$ cat config.mk
export PLATFORM = sky130hd
export DESIGN_NAME = uart_prog
export DESIGN_NICKNAME = d
export VERILOG_FILES = /design/src/rtl/uart_prog.sv
export SDC_FILE = /design/constraint.sdc
export NUM_CORES = 1
export LEC_CHECK = 0
export BUFFER_PORTS_ARGS = -buffer_cell sky130_fd_sc_hd__buf_2
export CORE_UTILIZATION = 35
export DETAILED_ROUTE_END_ITERATION = 8
export PLACE_DENSITY_LB_ADDON = 0.05
export SLEW_MARGIN = 20
export SYNTH_ARGS = -nofsm -noshare
export SYNTH_HDL_FRONTEND = slang
export SYNTH_SLANG_ARGS = --single-unit
$ cat constraint.sdc
create_clock -name clk -period 4.95 [get_ports clk]
set_input_delay 0.99 -clock clk [delete_from_list [all_inputs] [get_ports clk]]
set_output_delay 0.99 -clock clk [all_outputs]
set_load 0.03 [all_outputs]
$ cat src/rtl/uart_prog.sv
// uart_prog: full-duplex UART core with programmable baud divisor, parity, RX error flags and RX/TX FIFOs
// Ports: clk, reset (async, active-low); dvsr (tick every dvsr+1 clk, 16 ticks per bit);
//   par_mode (01 even, 10 odd, 00/11 none); rx/tx serial pins;
//   RX side: rd_uart, r_data, r_perr, r_ferr, rx_empty, rx_level, rx_ovr, clr_ovr;
//   TX side: wr_uart, w_data, tx_full, tx_level, tx_busy.
// Optional: define UART_LOOPBACK_EN to add the loopback input (tx looped to rx, tx pin held at 1).
module uart_prog_fifo #(
    parameter int W  = 8,
    parameter int AW = 4
) (
    input  logic         clk,
    input  logic         reset,
    input  logic         wr,
    input  logic         rd,
    input  logic [W-1:0] w_data,
    output logic [W-1:0] r_data,
    output logic         empty,
    output logic         full,
    output logic [AW:0]  level
);
    logic [W-1:0]  mem [2**AW];
    logic [AW-1:0] wp, rp;
    logic          do_rd, do_wr;
    assign empty  = level == '0;
    assign full   = level[AW];
    assign do_rd  = rd & ~empty;
    // a pop in the same cycle frees the slot, so a write when full still lands
    assign do_wr  = wr & (~full | do_rd);
    assign r_data = empty ? '0 : mem[rp];
    always_ff @(posedge clk)
        if (do_wr) mem[wp] <= w_data;
    always_ff @(posedge clk or negedge reset)
        if (!reset) begin
            wp    <= '0;
            rp    <= '0;
            level <= '0;
        end else begin
            if (do_wr) wp <= wp + AW'(1);
            if (do_rd) rp <= rp + AW'(1);
            level <= level + (AW+1)'(do_wr) - (AW+1)'(do_rd);
        end
endmodule

module uart_prog #(
    parameter int DBIT     = 8,
    parameter int SB_TICK  = 16,
    parameter int DVSR_BIT = 11,
    parameter int FIFO_W   = 4
) (
`ifdef UART_LOOPBACK_EN
    input  logic                loopback,
`endif
    input  logic                clk,
    input  logic                reset,
    input  logic [DVSR_BIT-1:0] dvsr,
    input  logic [1:0]          par_mode,
    input  logic                rx,
    input  logic                rd_uart,
    output logic [DBIT-1:0]     r_data,
    output logic                r_perr,
    output logic                r_ferr,
    output logic                rx_empty,
    output logic [FIFO_W:0]     rx_level,
    output logic                rx_ovr,
    input  logic                clr_ovr,
    input  logic                wr_uart,
    input  logic [DBIT-1:0]     w_data,
    output logic                tx_full,
    output logic [FIFO_W:0]     tx_level,
    output logic                tx_busy,
    output logic                tx
);
    localparam int SW = $clog2(SB_TICK);
    localparam int NW = $clog2(DBIT);
    typedef enum logic [2:0] {R_IDLE, R_START, R_DATA, R_PAR, R_STOP} rx_state_t;
    typedef enum logic [2:0] {T_IDLE, T_START, T_DATA, T_PAR, T_STOP} tx_state_t;
    logic [DVSR_BIT-1:0] b_cnt;
    logic                tick, rx_in, rx_m, rx_s, tx_q, tx_next;
    rx_state_t           r_st, r_st_n;
    logic [SW-1:0]       r_s, r_s_n;
    logic [NW-1:0]       r_n, r_n_n;
    logic [DBIT-1:0]     r_b, r_b_n;
    logic                r_p, r_p_n;
    logic [1:0]          r_par, r_par_n;
    logic                rx_done, rx_full, r_perr_n, r_ferr_n;
    tx_state_t           t_st, t_st_n;
    logic [SW-1:0]       t_s, t_s_n;
    logic [NW-1:0]       t_n, t_n_n;
    logic [DBIT-1:0]     t_b, t_b_n, tx_head;
    logic                t_p, t_p_n, t_pen, t_pen_n;
    logic                tx_done, tx_empty;
`ifdef UART_LOOPBACK_EN
    assign rx_in = loopback ? tx_q : rx;
    assign tx    = loopback | tx_q;
`else
    assign rx_in = rx;
    assign tx    = tx_q;
`endif
    assign tick     = b_cnt >= dvsr;
    assign tx_busy  = t_st != T_IDLE;
    assign r_ferr_n = ~rx_s;
    // odd parity (10) expects data^parity = 1, even (01) expects 0
    assign r_perr_n = ^r_par & ((^r_b ^ r_p) != r_par[1]);
    always_ff @(posedge clk or negedge reset)
        if (!reset) begin
            b_cnt  <= '0;
            rx_m   <= 1'b1;
            rx_s   <= 1'b1;
            r_st   <= R_IDLE;
            r_s    <= '0;
            r_n    <= '0;
            r_b    <= '0;
            r_p    <= 1'b0;
            r_par  <= '0;
            t_st   <= T_IDLE;
            t_s    <= '0;
            t_n    <= '0;
            t_b    <= '0;
            t_p    <= 1'b0;
            t_pen  <= 1'b0;
            tx_q   <= 1'b1;
            rx_ovr <= 1'b0;
        end else begin
            b_cnt  <= tick ? '0 : b_cnt + DVSR_BIT'(1);
            rx_m   <= rx_in;
            rx_s   <= rx_m;
            r_st   <= r_st_n;
            r_s    <= r_s_n;
            r_n    <= r_n_n;
            r_b    <= r_b_n;
            r_p    <= r_p_n;
            r_par  <= r_par_n;
            t_st   <= t_st_n;
            t_s    <= t_s_n;
            t_n    <= t_n_n;
            t_b    <= t_b_n;
            t_p    <= t_p_n;
            t_pen  <= t_pen_n;
            tx_q   <= tx_next;
            // a drop in the same cycle as clr_ovr wins
            rx_ovr <= (rx_done & rx_full & ~rd_uart) ? 1'b1 : clr_ovr ? 1'b0 : rx_ovr;
        end
    always_comb begin
        r_st_n  = r_st;
        r_s_n   = r_s;
        r_n_n   = r_n;
        r_b_n   = r_b;
        r_p_n   = r_p;
        r_par_n = r_par;
        rx_done = 1'b0;
        case (r_st)
            R_IDLE: if (!rx_s) begin
                r_st_n  = R_START;
                r_s_n   = '0;
                r_par_n = par_mode;
            end
            R_START: if (tick) begin
                if (r_s == SW'(7)) begin
                    r_st_n = rx_s ? R_IDLE : R_DATA;
                    r_s_n  = '0;
                    r_n_n  = '0;
                end else r_s_n = r_s + SW'(1);
            end
            R_DATA: if (tick) begin
                if (r_s == SW'(15)) begin
                    r_s_n = '0;
                    r_b_n = {rx_s, r_b[DBIT-1:1]};
                    if (r_n == NW'(DBIT-1)) r_st_n = ^r_par ? R_PAR : R_STOP;
                    else r_n_n = r_n + NW'(1);
                end else r_s_n = r_s + SW'(1);
            end
            R_PAR: if (tick) begin
                if (r_s == SW'(15)) begin
                    r_s_n  = '0;
                    r_p_n  = rx_s;
                    r_st_n = R_STOP;
                end else r_s_n = r_s + SW'(1);
            end
            R_STOP: if (tick) begin
                if (r_s == SW'(SB_TICK-1)) begin
                    r_st_n  = R_IDLE;
                    rx_done = 1'b1;
                end else r_s_n = r_s + SW'(1);
            end
            default: r_st_n = R_IDLE;
        endcase
    end
    always_comb begin
        t_st_n  = t_st;
        t_s_n   = t_s;
        t_n_n   = t_n;
        t_b_n   = t_b;
        t_p_n   = t_p;
        t_pen_n = t_pen;
        tx_done = 1'b0;
        tx_next = 1'b1;
        case (t_st)
            T_IDLE: if (!tx_empty && tick) begin
                t_st_n  = T_START;
                t_s_n   = '0;
                t_b_n   = tx_head;
                t_pen_n = ^par_mode;
                // parity bit is fixed here since the data register shifts out
                t_p_n   = ^tx_head ^ par_mode[1];
            end
            T_START: begin
                tx_next = 1'b0;
                if (tick) begin
                    if (t_s == SW'(15)) begin
                        t_st_n = T_DATA;
                        t_s_n  = '0;
                        t_n_n  = '0;
                    end else t_s_n = t_s + SW'(1);
                end
            end
            T_DATA: begin
                tx_next = t_b[0];
                if (tick) begin
                    if (t_s == SW'(15)) begin
                        t_s_n = '0;
                        t_b_n = t_b >> 1;
                        if (t_n == NW'(DBIT-1)) t_st_n = t_pen ? T_PAR : T_STOP;
                        else t_n_n = t_n + NW'(1);
                    end else t_s_n = t_s + SW'(1);
                end
            end
            T_PAR: begin
                tx_next = t_p;
                if (tick) begin
                    if (t_s == SW'(15)) begin
                        t_s_n  = '0;
                        t_st_n = T_STOP;
                    end else t_s_n = t_s + SW'(1);
                end
            end
            T_STOP: if (tick) begin
                if (t_s == SW'(SB_TICK-1)) begin
                    t_st_n  = T_IDLE;
                    tx_done = 1'b1;
                end else t_s_n = t_s + SW'(1);
            end
            default: t_st_n = T_IDLE;
        endcase
    end
    uart_prog_fifo #(.W(DBIT+2), .AW(FIFO_W)) u_rx_fifo (
        .clk    (clk),
        .reset  (reset),
        .wr     (rx_done),
        .rd     (rd_uart),
        .w_data ({r_ferr_n, r_perr_n, r_b}),
        .r_data ({r_ferr, r_perr, r_data}),
        .empty  (rx_empty),
        .full   (rx_full),
        .level  (rx_level)
    );
    uart_prog_fifo #(.W(DBIT), .AW(FIFO_W)) u_tx_fifo (
        .clk    (clk),
        .reset  (reset),
        .wr     (wr_uart),
        .rd     (tx_done),
        .w_data (w_data),
        .r_data (tx_head),
        .empty  (tx_empty),
        .full   (tx_full),
        .level  (tx_level)
    );
endmodule

==> out/summary.txt, run 1 <==
RUN STATUS
--------------------------------------------------------------------------------
Run status ........................................................ finished clean

FLOORPLAN
--------------------------------------------------------------------------------
Placeable core region ............................................. 0.0443 sq mm
Horizontal extent of the die ......................................  214 microns
Initial core utilization ..........................................        0.355
Top Ports .........................................................           52
Count of standard-cell rows .......................................           77
Die extent in y ...................................................  214 microns
Die footprint ..................................................... 0.0459 sq mm

SYNTH
--------------------------------------------------------------------------------
Simple-Gate Fraction of Synth Area ................................       0.0580
Cell type with the largest total area after synthesis .............     edfxtp_1
Part of the Yosys area used for sequential elements ...............        0.680
Prevailing post-synth register cell ...............................     edfxtp_1
Compound-gate portion of the synthesized area .....................       0.0353
Xor and xnor fraction of the mapped netlist area ..................       0.0278
Synth unique cells ................................................           52
Post-Synthesis Mean Instance Area .................................   16.8 sq um
Number of synthesized flops with an enable pin ....................          288
Combinational family with the most area after synthesis ........... multiplexers
Synth warnings ....................................................            0
Largest cells by area after synthesis ............................. edfxtp_1 55%, dfrtp_1 13%, mux4_2 12%, ha_1 3.2%, xnor2_1 1.7%
Post-synth net total ..............................................         1009
Mapped Cells ......................................................          940
Share of the synthesized area in the top cell type ................        0.549
Synth cell count leaders .......................................... 288 x edfxtp_1, 84 x mux4_2, 79 x dfrtp_1, 60 x nor2_1, 44 x nand2_1
Top-count cell post-synth .........................................     edfxtp_1
Register bit count reported by yosys ..............................          370
Synthesized area .................................................. 0.0158 sq mm
Async SR Flop Fraction ............................................        0.222
Mux contribution to synthesized area ..............................        0.142
Adder and majority cell fraction of the synthesized area ..........       0.0343

SETUP PATH
--------------------------------------------------------------------------------
Top fanout value on the critical path .............................           30
Critical Path Source Type .........................................    flip-flop
Critical Path Sink Type ........................................... primary output
Crit Path Class ................................................... flip-flop to primary output
Signal arrival time at the worst endpoint .........................      2990 ps
Req. time, crit path ..............................................      3960 ps

PWR
--------------------------------------------------------------------------------
Worst VDD drop ....................................................   0.000322 V
Static power due to leakage .......................................      6.46 nW
Power density over cell area ......................................  514 mW/mm^2

DETAILED ROUTING
--------------------------------------------------------------------------------
Routed via count divided by cell count ............................         4.83
Number of nets with antenna violations after routing ..............            0
DRC errors left ...................................................            0
Iteration-0 DRC count of the detailed router ......................          590
Total via count after detailed routing ............................         8038
First-pass iteration count of the detailed router .................            4
Post-detailed-route wirelength per cell ........................... 20.2 microns
Final routed wirelength across all metal layers ................... 33700 microns

CLOCK TREE
--------------------------------------------------------------------------------
CTS sink count ....................................................          370
Deepest level of the CTS H-tree ...................................            2
Cts hold-fix bufs .................................................            0
Number of setup buffers added after CTS ...........................            0
Clock latency at the later pin of the worst-skew pair .............       560 ps
CTS tree ..........................................................          yes
TritonCTS buffer count ............................................           42
CTS Root Cell .....................................................    clkbuf_16
Clock-pin slew on the worst setup and hold paths ..................        60 ps
Longest Clk Path Bufs .............................................            3
PostCTS Resize Cnt ................................................            0

FINISH
--------------------------------------------------------------------------------
Cell area after layout ............................................ 0.0183 sq mm
Fraction of final layout cells sized beyond drive strength 1 ......        0.261
Filler Cells Inserted .............................................         4107
Sequential cell area .............................................. 0.0107 sq mm
Nets@finish .......................................................         1109
Multi-input gate area in the final layout ......................... 0.00469 sq mm
Antenna diode count ...............................................            0
Area growth, synth to finish ......................................        16.4%
Final cell count without fillers ..................................         1665

TIMING
--------------------------------------------------------------------------------
Highest Clock Rate ................................................    0.251 GHz
Max-slew violation count ..........................................            0
Rel. slew slack ...................................................        0.298
Worst clock skew ..................................................      7.06 ps
Transition at the pin with the smallest max-transition slack ......      1030 ps
Total negative setup slack ........................................         0 ps
Post-route clock period utilization ...............................        0.804
Final number of hold-violating endpoints ..........................            0
Final Critical Period .............................................      3980 ps
Setup repair after global routing missed its margin ...............           no
Final Setup Violations ............................................            0

PLACEMENT
--------------------------------------------------------------------------------
DP Cell Count .....................................................         1588
Estimated wirelength of the detail-placed design .................. 21900 microns
RD Place Congestion ...............................................        0.708
I/O Buffers .......................................................           51
Cell area after placement ......................................... 0.0169 sq mm

GLOBAL ROUTING
--------------------------------------------------------------------------------
Total congestion overflow after global routing ....................            0
Met1 demand-to-capacity share in global routing ...................        0.205
Wire length of the first global-routing pass ...................... 52700 microns
Number of antenna violations at the first check in global routing .            0
Vias in the first global route ....................................         8508
Global Route met3 Usage ...........................................       0.0292
Global routing's busiest layer ....................................         met2
Global-route track usage on met2 ..................................        0.250
Largest net degree at the start of global routing .................           57
Overall Global Routing Usage ......................................        0.152

RUN
--------------------------------------------------------------------------------
Number of max-cap violations ......................................            0

MIN PATH
--------------------------------------------------------------------------------
Path category of the worst min-delay check ........................ flip-flop to flip-flop

==> placed cells by master (no fill, tap or decap), drive strengths merged, types with 3 or more instances in the layout <==
cell	count
nand3	14
clkinvlp	3
bufinv	5
nor2	60
a22o	3
xnor2	30
a21o	8
nand2	44
a21oi	21
edfxtp	288
nand4	9
a211o	3
o21a	3
mux2	19
ha	40
clkinv	12
nor3	16
nor2b	17
buf	99
and2	3
nor4	4
o21ai	29
a22oi	7
dfstp	3
nand2b	14
dfrtp	79
mux4	85
clkbuf	56
mux2i	10
xor2	20
inv	44
and3	3
==> flip-flops by register name, summed over array words and instances, names as in the netlist, 4 cells and up <==
register         cells
u_rx_fifo.level      5
u_rx_fifo.wp         4
u_rx_fifo.rp         4
u_rx_fifo.mem      160
u_tx_fifo.level      5
t_s                  4
b_cnt               11
u_tx_fifo.wp         4
r_b                  8
r_s                  4
u_tx_fifo.rp         4
t_b                  8
u_tx_fifo.mem      128
==> cell families (layout without fill, tap and decap cells) <==
| logic type | count (synthesis) | in the layout |
|---|---|---|
| buffers and inverters | 86 | 219 |
| DFF | 370 | 370 |
| adders and majority gates | 42 | 42 |
| AOI/OAI and AO/OA | 88 | 88 |
| xor gates and xnor gates | 50 | 50 |
| muxes | 114 | 114 |
| and+or+nand+nor | 190 | 190 |
==> power by group <==
| group | switching [mW] | total, mW | internal [mW] |
|---|---|---|---|
| logic | 1.20 | 2.24 | 1.03 |
| clock network | 1.24 | 3.15 | 1.91 |
| registers | 0.408 | 4.04 | 3.64 |
| total | 2.85 | 9.43 | 6.57 |
==> area by class of cell <==
type,count,area share
Sequential cell,370,0.584
Timing Repair Buffer,99,0.0344
Clock inverter,21,0.0134
Clock buffer,56,0.0630
Multi-Input combinational cell,484,0.256
Tap cell,592,0.0404
Inverter,43,0.00880
==> worst paths after layout <==
check / start / end / slack [ps] / cells after the start
max in group asynchronous: reset / u_tx_fifo.rp[0] / 3530 / 2
worst min-delay path: rx_m / rx_s / 360 / 0
worst max-delay path: u_rx_fifo.rp[0] / r_perr / 970 / 5
worst min register to register: rx_m / rx_s / 360 / 0
worst max register to register: b_cnt[0] / u_tx_fifo.level[4] / 1440 / 20
min in group asynchronous: reset / b_cnt[3] / 500 / 1
==> per-layer routing <==
metal | vias up | share of wire
met5 | - | 0
met4 | 0 | 0.019
met3 | 44 | 0.029
met2 | 97 | 0.49
met1 | 4098 | 0.46
li1 | 3799 | -
==> worst max-delay path, cell delays in order (launching register included) <==
cell and delay (ps):
dfrtp_2 670, buf_12 330, mux4_2 600, mux4_2 480
nor2b_1 140, buf_2 180
==> per-stage QoR <==
step	hold slack, ps	total power [mW]	setup WS, ps	utilization
after floorplan	345	5.75	970	-
after global placement	347	6.41	851	0.382
final	358	9.43	972	0.414
after CTS	352	9.62	871	0.414
after global routing	355	9.98	800	0.414
after detailed placement	350	6.41	851	0.382
(Power assumes the default switching activity.)
==> run 2: changes to the inputs <==
Clock period 4.95 ns to 3.55 ns, I/O delays scaled along.
==> out/summary.txt, run 2 (same netlist as run 1, synthesis figures left out) <==
RUN STATUS
--------------------------------------------------------------------------------
Run status ........................................................ finished clean

CLOCK TREE
--------------------------------------------------------------------------------
Clock-pin slew on the worst setup and hold paths ..................        60 ps   about the same
Cts hold-fix bufs .................................................            0   unchanged
CTS sink count ....................................................          370   unchanged
Longest Clk Path Bufs .............................................            3   unchanged
Clock latency at the later pin of the worst-skew pair .............       570 ps   about the same
CTS Root Cell .....................................................    clkbuf_16
CTS tree ..........................................................          yes
PostCTS Resize Cnt ................................................            0   unchanged
Deepest level of the CTS H-tree ...................................            2   unchanged
TritonCTS buffer count ............................................           43   +2.4%
Number of setup buffers added after CTS ...........................            0   unchanged

TIMING
--------------------------------------------------------------------------------
Setup repair after global routing missed its margin ...............           no
Transition at the pin with the smallest max-transition slack ......      1040 ps   +4.98 ps
Final Critical Period .............................................      3320 ps
Highest Clock Rate ................................................    0.301 GHz
Final number of hold-violating endpoints ..........................            0   unchanged
Final Setup Violations ............................................            0   unchanged
Worst clock skew ..................................................      20.6 ps   +13.5 ps
Rel. slew slack ...................................................        0.306   +0.00774
Final worst hold slack ............................................       159 ps   -199 ps
Total negative setup slack ........................................         0 ps   unchanged
Max-slew violation count ..........................................            0   unchanged
Post-route clock period utilization ...............................        0.935

SETUP PATH
--------------------------------------------------------------------------------
Crit path max-delay cell type .....................................       mux4_2
Top fanout value on the critical path .............................           21   -30%
Critical Path Source Type .........................................    flip-flop
Req. time, crit path ..............................................      2840 ps   -1120 ps
Crit-path cells ................................................... buf_12, mux4_2, mux4_2, nor2b_1, buf_2
Most repeated library cell on the critical path ...................       mux4_2
Worst stage delay on the critical path ............................       560 ps   -110 ps
Signal arrival time at the worst endpoint .........................      2610 ps   -380 ps
Critical Path Sink Type ........................................... primary output
Cell type group with the largest total delay on the critical path . multiplexers
Critical path buffer and inverter count ...........................            2   unchanged
Crit Path Class ................................................... flip-flop to primary output

DETAILED ROUTING
--------------------------------------------------------------------------------
Number of nets with antenna violations after routing ..............            0   unchanged
First-pass iteration count of the detailed router .................            4   unchanged
Post-detailed-route wirelength per cell ........................... 19.8 microns   -2.2%
Routed via count divided by cell count ............................         4.90   +1.5%
DRC errors left ...................................................            0   unchanged
Total via count after detailed routing ............................         8219   +2.3%
Iteration-0 DRC count of the detailed router ......................          482   -18%
Final routed wirelength across all metal layers ................... 33200 microns   -1.5%

GLOBAL ROUTING
--------------------------------------------------------------------------------
Global-route track usage on met2 ..................................        0.260   +0.0101
Number of antenna violations at the first check in global routing .            0   unchanged
Wire length of the first global-routing pass ...................... 52800 microns   +0.16%
Vias in the first global route ....................................         8892   +4.5%
Global routing's busiest layer ....................................         met2
Total congestion overflow after global routing ....................            0   unchanged
Largest net degree at the start of global routing .................           74   +30%
Met1 demand-to-capacity share in global routing ...................        0.191   -0.0139
Overall Global Routing Usage ......................................        0.150   -0.00171
Global Route met3 Usage ...........................................       0.0308   +0.00156

FLOORPLAN
--------------------------------------------------------------------------------
Horizontal extent of the die ......................................  214 microns   unchanged
Top Ports .........................................................           52   unchanged
Initial core utilization ..........................................        0.355   unchanged
Die extent in y ...................................................  214 microns   unchanged
Count of standard-cell rows .......................................           77   unchanged
Placeable core region ............................................. 0.0443 sq mm   unchanged
Die footprint ..................................................... 0.0459 sq mm   unchanged

FINISH
--------------------------------------------------------------------------------
Max reg flops .....................................................          160   unchanged
Filler Cells Inserted .............................................         4071   -0.88%
Most frequent cells in the layout ................................. 288 x edfxtp_1, 84 x mux4_2, 76 x dfrtp_1
Sequential cell area .............................................. 0.0107 sq mm   unchanged
Multi-input gate area in the final layout ......................... 0.00472 sq mm   +0.53%
Register ranked first by flip-flop count .......................... u_rx_fifo.mem
Area growth, synth to finish ......................................        18.1%
Nets@finish .......................................................         1120   +0.99%
Leading registers by flop count ................................... u_rx_fifo.mem (160), u_tx_fifo.mem (128), b_cnt (11)
Most common library cell in the layout ignoring fill and taps .....     edfxtp_1
Antenna diode count ...............................................            0   unchanged
Fraction of final layout cells sized beyond drive strength 1 ......        0.267   +0.00633

MIN PATH
--------------------------------------------------------------------------------
Path category of the worst min-delay check ........................ primary input to async pin

PWR
--------------------------------------------------------------------------------
Static power due to leakage .......................................      6.56 nW   +1.6%
Power density over cell area ......................................  712 mW/mm^2   +38%
Worst VDD drop ....................................................   0.000403 V   +25%

PLACEMENT
--------------------------------------------------------------------------------
RD Place Congestion ...............................................        0.729   +3.0%
I/O Buffers .......................................................           51   unchanged
Estimated wirelength of the detail-placed design .................. 21400 microns   -2.6%

RUN
--------------------------------------------------------------------------------
Number of max-cap violations ......................................            0   unchanged

==> run 2: cell count changes in the layout (fill, tap and decap cells not counted), moves of 2 or more <==
cell | before | now
clkinv_1 | 2 | 9
clkinv_4 | 2 | 0
nor3_2 | 0 | 4
clkbuf_1 | 10 | 8
buf_12 | 1 | 13
nor3_1 | 16 | 12
buf_4 | 48 | 45
==> run 2: per-layer routing <==
metal  part of all wire  wire, microns
met5                  0              0
met4              0.021            687
met1               0.43          14300
met3              0.035           1160
met2               0.51          17000
==> run 2: final timing paths <==
kind,start,end,slack [ps],cells past startpoint
min reg2reg,rx_m,rx_s,360,0
min in group clk,rx,rx_m,260,1
max reg2reg,b_cnt[1],u_tx_fifo.level[4],320,17
max,u_rx_fifo.rp[0],r_data[1],230,5
min,reset,b_cnt[3],160,1
max in group asynchronous,reset,r_b[5],2750,2
==> run 2: per-stage QoR <==
step	cells	total power, mW	setup slack (ps)	cell area, sq um	utilization
6_report	1677	13.2	231	18600	0.420
3_5_place_dp	1598	9.00	-113	17200	0.388
3_3_place_gp	1598	9.00	-108	17200	0.388
2_1_floorplan	940	8.02	-49.6	15800	-
4_1_cts	1677	13.5	147	18600	0.420
5_1_grt	1677	14.0	104	18600	0.420
==> run 2: worst reg2reg max path, cell delays in order, from the launching register on <==
cell	delay, ps
dfrtp_1	450
ha_1	310
a21o_1	100
a21o_1	100
a21oi_1	80
o21a_1	210
o21a_1	230
nor4_4	330
ha_1	280
inv_1	60
ha_1	160
inv_1	50
fa_1	380
inv_1	60
a21oi_1	60
nor2_1	90
nor2_1	50
xnor2_1	110
==> run 2: report_power, final <==
part / switching, mW / total [mW] / leakage, nW / internal [mW]
Combinational: 1.79 / 3.32 / 2.34 / 1.53
Sequential: 0.415 / 5.49 / 3.53 / 5.07
Clock: 1.76 / 4.43 / 0.690 / 2.67
==> run 2: cell type report <==
class	instances	area share
Sequential cell	370	0.576
Multi-Input combinational cell	484	0.253
Clock buffer	54	0.0623
Timing Repair Buffer	109	0.0462
Tap cell	592	0.0398
Clock inverter	25	0.0139
Inverter	43	0.00868
